**config.mk**
```make
export PLATFORM = sky130hd
export DESIGN_NAME = ddr3_rw_arbiter
export DESIGN_NICKNAME = d
export VERILOG_FILES = /design/src/rtl/ddr3_rw_arbiter.sv
export SDC_FILE = /design/constraint.sdc
export NUM_CORES = 1
export LEC_CHECK = 0
export BUFFER_PORTS_ARGS = -buffer_cell sky130_fd_sc_hd__buf_2
export CORE_MARGIN = 3
export CORE_UTILIZATION = 44
export CTS_BUF_LIST = sky130_fd_sc_hd__clkbuf_16
export CTS_CLUSTER_SIZE = 14
export DETAILED_ROUTE_END_ITERATION = 7
export PLACE_DENSITY = 0.76
export SYNTH_ARGS = -nofsm -noshare
export SYNTH_HDL_FRONTEND = slang
export SYNTH_SLANG_ARGS = --single-unit
export TNS_END_PERCENT = 5
```
**constraint.sdc**
```tcl
create_clock -name sys_clk -period 1.8 [get_ports sys_clk]
set_input_delay 0.36 -clock sys_clk [delete_from_list [all_inputs] [get_ports sys_clk]]
set_output_delay 0.36 -clock sys_clk [all_outputs]
set_load 0.01 [all_outputs]
```
**src/rtl/ddr3_rw_arbiter.sv**
```systemverilog
// Round-robin arbiter sharing one DDR3 controller user port between a write and a read requester.
// One command per granted burst, beat counting to completion, with abort on de-init or a stalled handshake.
module ddr3_rw_arbiter #(
  parameter int ADDR_WIDTH     = 28,
  parameter int LEN_WIDTH      = 8,
  parameter int TIMEOUT_CYCLES = 1023
) (
  input  logic                  sys_clk,
  input  logic                  sys_rst_n,
  input  logic                  ddrc_init_done,
  input  logic                  wr_req,
  input  logic [ADDR_WIDTH-1:0] wr_addr,
  input  logic [LEN_WIDTH-1:0]  wr_len,
  output logic                  wr_grant,
  output logic                  wr_done,
  input  logic                  rd_req,
  input  logic [ADDR_WIDTH-1:0] rd_addr,
  input  logic [LEN_WIDTH-1:0]  rd_len,
  output logic                  rd_grant,
  output logic                  rd_done,
  output logic                  ddr_cmd_valid,
  input  logic                  ddr_cmd_ready,
  output logic                  ddr_cmd_write,
  output logic [ADDR_WIDTH-1:0] ddr_cmd_addr,
  output logic [LEN_WIDTH-1:0]  ddr_cmd_len,
  input  logic                  ddr_wr_data_req,
  input  logic                  ddr_rd_data_valid,
  output logic                  busy,
  output logic                  timeout_err
);

  localparam int TW = $clog2(TIMEOUT_CYCLES + 1);
  localparam logic [TW-1:0] TO_LAST = TW'(TIMEOUT_CYCLES - 1);

  typedef enum logic [1:0] {IDLE, CMD, DATA, DONE} state_t;

  state_t                state, state_next;
  logic                  cmd_write;
  logic [ADDR_WIDTH-1:0] cmd_addr;
  logic [LEN_WIDTH-1:0]  cmd_len;
  logic [LEN_WIDTH-1:0]  beat_cnt;
  logic [TW-1:0]         to_cnt;
  logic                  rr_last_write;

  logic load_cmd, sel_write, beat;
  logic clr_beat, inc_beat, clr_to, inc_to, set_err, upd_rr;

  // NOTE: sequential state uses non-blocking (<=) so every register samples pre-edge values.
  always_ff @(posedge sys_clk or negedge sys_rst_n) begin
    if (!sys_rst_n) state <= IDLE;
    else            state <= state_next;
  end

  // Only the owning direction's strobe counts as a beat.
  assign beat = cmd_write ? ddr_wr_data_req : ddr_rd_data_valid;

  // NOTE: every always_comb output gets a default first, so no path can infer a latch.
  always_comb begin
    state_next = state;
    load_cmd   = 1'b0;
    sel_write  = 1'b0;
    clr_beat   = 1'b0;
    inc_beat   = 1'b0;
    clr_to     = 1'b0;
    inc_to     = 1'b0;
    set_err    = 1'b0;
    upd_rr     = 1'b0;
    case (state)
      IDLE: begin
        if (ddrc_init_done && (wr_req || rd_req)) begin
          sel_write  = wr_req && (!rd_req || !rr_last_write);
          load_cmd   = 1'b1;
          clr_to     = 1'b1;
          state_next = CMD;
        end
      end
      CMD: begin
        if (!ddrc_init_done) begin
          state_next = IDLE;
        end else if (ddr_cmd_ready) begin
          clr_beat   = 1'b1;
          clr_to     = 1'b1;
          state_next = DATA;
        end else if (to_cnt == TO_LAST) begin
          set_err    = 1'b1;
          state_next = DONE;
        end else begin
          inc_to = 1'b1;
        end
      end
      DATA: begin
        if (!ddrc_init_done) begin
          state_next = IDLE;
        end else if (beat) begin
          clr_to = 1'b1;
          if (beat_cnt == cmd_len) state_next = DONE;
          else                     inc_beat   = 1'b1;
        end else if (to_cnt == TO_LAST) begin
          set_err    = 1'b1;
          state_next = DONE;
        end else begin
          inc_to = 1'b1;
        end
      end
      DONE: begin
        state_next = IDLE;
        upd_rr     = ddrc_init_done;
      end
      default: state_next = IDLE;
    endcase
  end

  always_ff @(posedge sys_clk or negedge sys_rst_n) begin
    if (!sys_rst_n) begin
      cmd_write     <= 1'b0;
      cmd_addr      <= '0;
      cmd_len       <= '0;
      beat_cnt      <= '0;
      to_cnt        <= '0;
      rr_last_write <= 1'b0;
      timeout_err   <= 1'b0;
    end else begin
      if (load_cmd) begin
        cmd_write <= sel_write;
        cmd_addr  <= sel_write ? wr_addr : rd_addr;
        cmd_len   <= sel_write ? wr_len  : rd_len;
      end
      if (clr_beat)      beat_cnt <= '0;
      else if (inc_beat) beat_cnt <= beat_cnt + LEN_WIDTH'(1);
      if (clr_to)        to_cnt   <= '0;
      else if (inc_to)   to_cnt   <= to_cnt + TW'(1);
      if (set_err)       timeout_err   <= 1'b1;
      if (upd_rr)        rr_last_write <= cmd_write;
    end
  end

  // A de-init landing in DONE suppresses the done pulse along with the rest of the burst.
  assign busy          = (state != IDLE);
  assign wr_grant      = busy && cmd_write;
  assign rd_grant      = busy && !cmd_write;
  assign wr_done       = (state == DONE) && cmd_write && ddrc_init_done;
  assign rd_done       = (state == DONE) && !cmd_write && ddrc_init_done;
  assign ddr_cmd_valid = (state == CMD);
  assign ddr_cmd_write = cmd_write;
  assign ddr_cmd_addr  = cmd_addr;
  assign ddr_cmd_len   = cmd_len;

endmodule

```
After elaboration in Yosys (flattened, before gate mapping)
Index checks and enable logic that the tools add are counted.
Widths: inputs -> output; s select.
Word-level totals
  register bits: 59
  bits in latches: 0
  memory bits (writable): 0
  memory bits (read-only): 0
  input port bits: 80
  output and inout port bits: 44
  logic and storage cells: 77
  memories kept: 0
Cells by class
  add/subtract/negate cells: 2
  $mul: 0
  div/mod/pow operators: 0
  order comparisons: 0
  eq/ne operators: 7
  shift-type cells: 0
  muxes and demuxes: 42
  bitwise gates (word level): 0
  reduce and logical (&&, ||, !) cells: 18
Operators with widths (count)
  $mux 28: 1
  $mux 1: 25
  $mux 8: 3
  $mux 10: 2
  $mux 2: 7
  $add 10x1->10 const B: 1
  $eq 10x10->1 const B: 1
  $add 8x1->8 const B: 1
  $eq 8x8->1: 1
  $logic_and 1x1->1: 8
  $pmux 2 s4: 1
  $reduce_bool 2->1: 3
  $eq 2x2->1 const B: 2
  $ne 4x4->1 const B: 1
  $pmux 1 s2: 2
  $logic_not 1->1: 3
  $pmux 1 s3: 1
  $eq 2x1->1 const B: 1
  $logic_not 2->1: 1
  $logic_or 1x1->1: 2
  $ne 2x2->1 const B: 1
  $reduce_and 2->1: 1

Longest topological paths before layout
  word-level depth: 7
  depth in mapped cells: 8

Least setup slack after synthesis
No wires, ideal clock.
  path type: register -> register
  start: register state[0]
  end: register to_cnt[0]
  setup time: 137 ps
  arrival time: 1724 ps
  required time: 1663 ps
  setup slack: -62 ps
  stages on the path, launching flop included: 8
  path buffers: 1
  period minus slack after synthesis: 1862 ps
  cell sequence: dfrtp_1 inv_1 ha_1 inv_1 or2_1 clkbuf_1 a311oi_4 nor2_1
Between the ends
  word-level cells in the longest chain between the ends: 3
  elaborated cells on any way between the ends: 7
RTL lines
  from (decl): line 37  | state_t state, state_next;
  from (signal assigned): line 51  | else state <= state_next;
  $eq 2x2->1, or another cell as far along: line 68  | case (state)
  $pmux 1 s3 or $pmux 1 s2 (tied branches): line 68
  $mux 10 or $reduce_bool 2->1 (tied branches)
  to (signal assigned): line 131  | else if (inc_to) to_cnt <= to_cnt + TW'(1);
  to (decl): line 42  | logic [TW-1:0] to_cnt;
Several ways; a longest one is shown, not always the timed one.
A chain may end at the register's enable or synchronous reset.

Final worst setup path
  start: register state[0]
  end: output wr_done
Between the ends
  word-level cells in the longest chain between the ends: 3
RTL lines
  $eq 2x2->1: line 141  | assign wr_done = (state == DONE) && cmd_write && ddrc_init_done;
  $logic_and 1x1->1 (2 in a row): line 141
  to (decl): line 15  | output logic wr_done,
Every way passes these cells.

==> PnR_summary.wiki <==
{| class="wikitable"
! Metric !! Value
|-
| Run status || completed
|-
| Post-CTS Setup Repair Bufs || 0
|-
| Clock latency on the worst-skew pair || 320 ps
|-
| Die Height || 90.7 um
|-
| Worst vdd ir || 0.000873 V
|-
| Deepest level of the CTS H-tree || 3
|-
| Core Region || 6870 um^2
|-
| Actual transition at the worst max-transition pin || 421 ps
|-
| CP max stage cell || sky130_fd_sc_hd__dfrtp_1
|-
| Wire length per cell || 14.0 um
|-
| Share of cells above drive strength 1 || 40.1%
|-
| Placed cell areas || 4030 um^2
|-
| Worst flop-to-flop path endpoint || to_cnt[8]$_DFFE_PN0P_
|-
| Arrival time at the worst endpoint || 1380 ps
|-
| IO Port Bufs || 123
|-
| RSZ-0062 raised after global routing || true
|-
| Share of synthesized registers carrying an async set or reset || 100%
|-
| TritonCTS clock tree || done
|-
| Total Negative Setup Slacks || 0 ps
|-
| CP Cell Sequence || buf_4, ha_1, and3_1, buf_2
|-
| Via count of the first global-routing pass || 2795
|-
| Global-route congestion overflow total || 0
|-
| Detailed-route via count || 2738
|-
| Kind of capture point of the worst setup path || output pin
|-
| Total number of yosys warnings || 0
|-
| Dominant synthesized flop cell || sky130_fd_sc_hd__dfrtp_1
|-
| N_diodes || 0
|-
| Length of the first detailed-routing pass in iterations || 4
|-
| Std-Cell Rows || 30
|-
| Static leakage || 0.00225 uW
|-
| Setup violation total in the final timing report || 0
|-
| Clock tree sinks || 59
|-
| Cell count after synthesis || 311
|-
| Worst min-delay path category || input pin to asynchronous set/reset pin
|-
| Maximum count of clock buffers along a single path || 2
|-
| Worst-case clock skew || 5.34 ps
|-
| Total Die Area || 8230 um^2
|-
| Synth-to-Final Area Change || 39.3%
|-
| Max-slew violation total from the final report || 0
|-
| Final layout net count || 537
|-
| Number of enable-type register cells in the synthesized netlist || 0
|-
| Startpoint type of the worst setup path || register
|-
| Worst setup slack after placement || -12.6 ps
|-
| Wire length of the first global-routing pass || 12800 um
|-
| Average footprint of a synthesized cell || 10.2 um^2
|-
| Setup CP Type || register to output pin
|-
| Initial Utilization || 46.0%
|-
| Count of placed standard cells in the final layout, fillers left out || 550
|-
| Clock input transition at the sequential cells of the worst setup and hold paths || 50 ps
|-
| Highest cell delay on the worst timing path || 370 ps
|-
| Ports placed on the boundary || 124
|-
| Net count after synthesis || 399
|-
| DRT iter0 DRCs || 124
|-
| Crit path time final || 1740 ps
|-
| Seq/Total Area, Yosys || 46.8%
|-
| Fmax achieved || 0.574 GHz
|-
| Critical path required time || 1440 ps
|-
| Reg-to-Reg Start || to_cnt[0]$_DFFE_PN0P_
|-
| Placed cells || 534
|-
| Cell area after layout || 4400 um^2
|-
| Count of filler cells inserted in the layout || 557
|-
| Number of design rule violations left after detail routing || 0
|-
| Post-synthesis cell type count || 43
|-
| Post-route clock period utilization || 96.8%
|-
| Final Hold Viols || 0
|-
| Max-cap violations || 0
|-
| Antenna viol nets, final || 0
|-
| CTS Root Buffer Type || sky130_fd_sc_hd__clkbuf_16
|-
| Slew Limit Headroom || 71.9%
|-
| GRT Resource Usage Total || 19.3%
|-
| Overall routed net length || 7690 um
|-
| Worst Reg-to-Reg Cells || 7
|-
| Worst reg-to-reg setup slack || 60 ps
|-
| Antenna violations before repair || 0
|-
| Die span in x || 90.7 um
|-
| DP Wirelength || 5690 um
|-
| Gpl congestion || 0.871
|-
| Number of clock buffers inserted by TritonCTS || 9
|-
| Yosys reg bits || 59
|-
| Average vias per placed instance || 4.98
|-
| Cell area after technology mapping || 3160 um^2
|-
| Worst-path maximum fanout || 5
|-
| Largest net degree at the start of global routing || 74
|-
| Power density over cell area || 1400 nW/um^2
|-
| Min setup slack post-route || 57.1 ps
|}
-- cell usage in the layout, fill, tap and decap left out, types with 3 or more instances in the layout --
master                        n
sky130_fd_sc_hd__buf_2      123
sky130_fd_sc_hd__dfrtp_1     58
sky130_fd_sc_hd__nand2_1     48
sky130_fd_sc_hd__o21ai_0     37
sky130_fd_sc_hd__mux2i_1     36
sky130_fd_sc_hd__nor2_1      20
sky130_fd_sc_hd__buf_4       14
sky130_fd_sc_hd__xnor2_1     10
sky130_fd_sc_hd__clkbuf_16    9
sky130_fd_sc_hd__inv_1        8
sky130_fd_sc_hd__nand3_1      7
sky130_fd_sc_hd__xor2_1       7
sky130_fd_sc_hd__ha_1         6
sky130_fd_sc_hd__and3_1       4
sky130_fd_sc_hd__xor2_2       4
sky130_fd_sc_hd__a21oi_1      4
sky130_fd_sc_hd__nor2b_1      3
sky130_fd_sc_hd__a211oi_1     3
sky130_fd_sc_hd__nor3_1       3
sky130_fd_sc_hd__buf_12       3
-- registers in the layout, summed over array words and instances (netlist names) --
signal         count
ddr_cmd_len        8
state              2
ddr_cmd_write      1
beat_cnt           8
timeout_err        1
ddr_cmd_addr      28
to_cnt            10
rr_last_write      1
-- per-layer routing --
layer,global-route usage (%),wire [um],vias to the layer above
li1,-,-,1354
met1,24.2,3320,1279
met2,31.1,3770,92
met3,5.42,459,13
met4,8.42,147,0
met5,0,0,-
-- report_power, final --
group	switching, uW	total, uW	internal, uW
Combinational	1260	2300	1040
Clock	584	1780	1190
Sequential	317	2100	1780
Total	2160	6180	4010
-- critical path: cells and delay by family, from the launching register on --
kind,cells,cell delay [ps]
flip-flops,1,370
adder cells (fa/ha/maj),1,200
AND/OR/NAND/NOR,1,190
buffers and inverters,2,290
-- Yosys cell counts (all sizes together), types with 4 or more instances --
cell type	n	area share [%]
xor2	11	3.1
clkbuf	9	1.1
ha	8	3.2
and3	4	0.79
a21oi	5	0.91
inv	8	0.95
nor2	21	2.5
dfrtp	59	47
xnor2	10	2.8
nor4	4	2.1
nand3	8	1.4
nand2	48	5.7
mux2i	36	11
buf	5	0.79
o21ai	39	6.2
-- cell families after synthesis --
kind of cell    after synthesis  synth area share, %
simple gates                101                 15.8
compound gates               62                 13.4
flops                        59                 46.8
mux                          38                 12.2
buf+inv                      22                 2.81
xor+xnor                     21                 5.82
fa+ha+maj                     8                 3.17
-- how the worst max path moves through the flow --
stage,from,endpoint,slack [ps],depth (start not counted)
floorplan,state[0]$_DFFE_PN0P_,to_cnt[0]$_DFFE_PN0P_,6,7
global route,state[1]$_DFFE_PN0P_,to_cnt[8]$_DFFE_PN0P_,-10,7
CTS,state[1]$_DFFE_PN0P_,to_cnt[8]$_DFFE_PN0P_,20,7
detailed placement,state[1]$_DFFE_PN0P_,to_cnt[8]$_DFFE_PN0P_,-10,7
global placement,state[1]$_DFFE_PN0P_,to_cnt[1]$_DFFE_PN0P_,70,7
finish,state[0]$_DFFE_PN0P_,wr_done,60,4
-- through the flow --
| step | hold slack, ps | total power (uW) | util (%) |
|---|---|---|---|
| after floorplan | 64.4 | 3360 | - |
| after global placement | 387 | 4310 | 58.7 |
| after detailed placement | 390 | 4370 | 58.7 |
| after CTS | 45.5 | 6180 | 63.3 |
| after global routing | 61.8 | 6580 | 64.1 |
| final | 32.1 | 6180 | 64.1 |
-- area by class of cell --
| class | instances | area, um^2 | area share (%) |
|---|---|---|---|
| Clock buffer | 9 | 225 | 5.12 |
| Clock inverter | 7 | 85.1 | 1.93 |
| Inverter | 8 | 30.0 | 0.682 |
| Multi-Input combinational cell | 230 | 1670 | 38.0 |
| Sequential cell | 59 | 1480 | 33.6 |
| Tap cell | 96 | 120 | 2.73 |
| Timing Repair Buffer | 141 | 792 | 18.0 |
-- repair_timing --
item | CTS | global route
pin swaps | 1 | 2
endpoints found under the setup margin | 6 | 14
cloned | 0 | 0
hold buffers | 0 | 0
resized for setup | 2 | 10
Power figures use the tool's default switching activity.
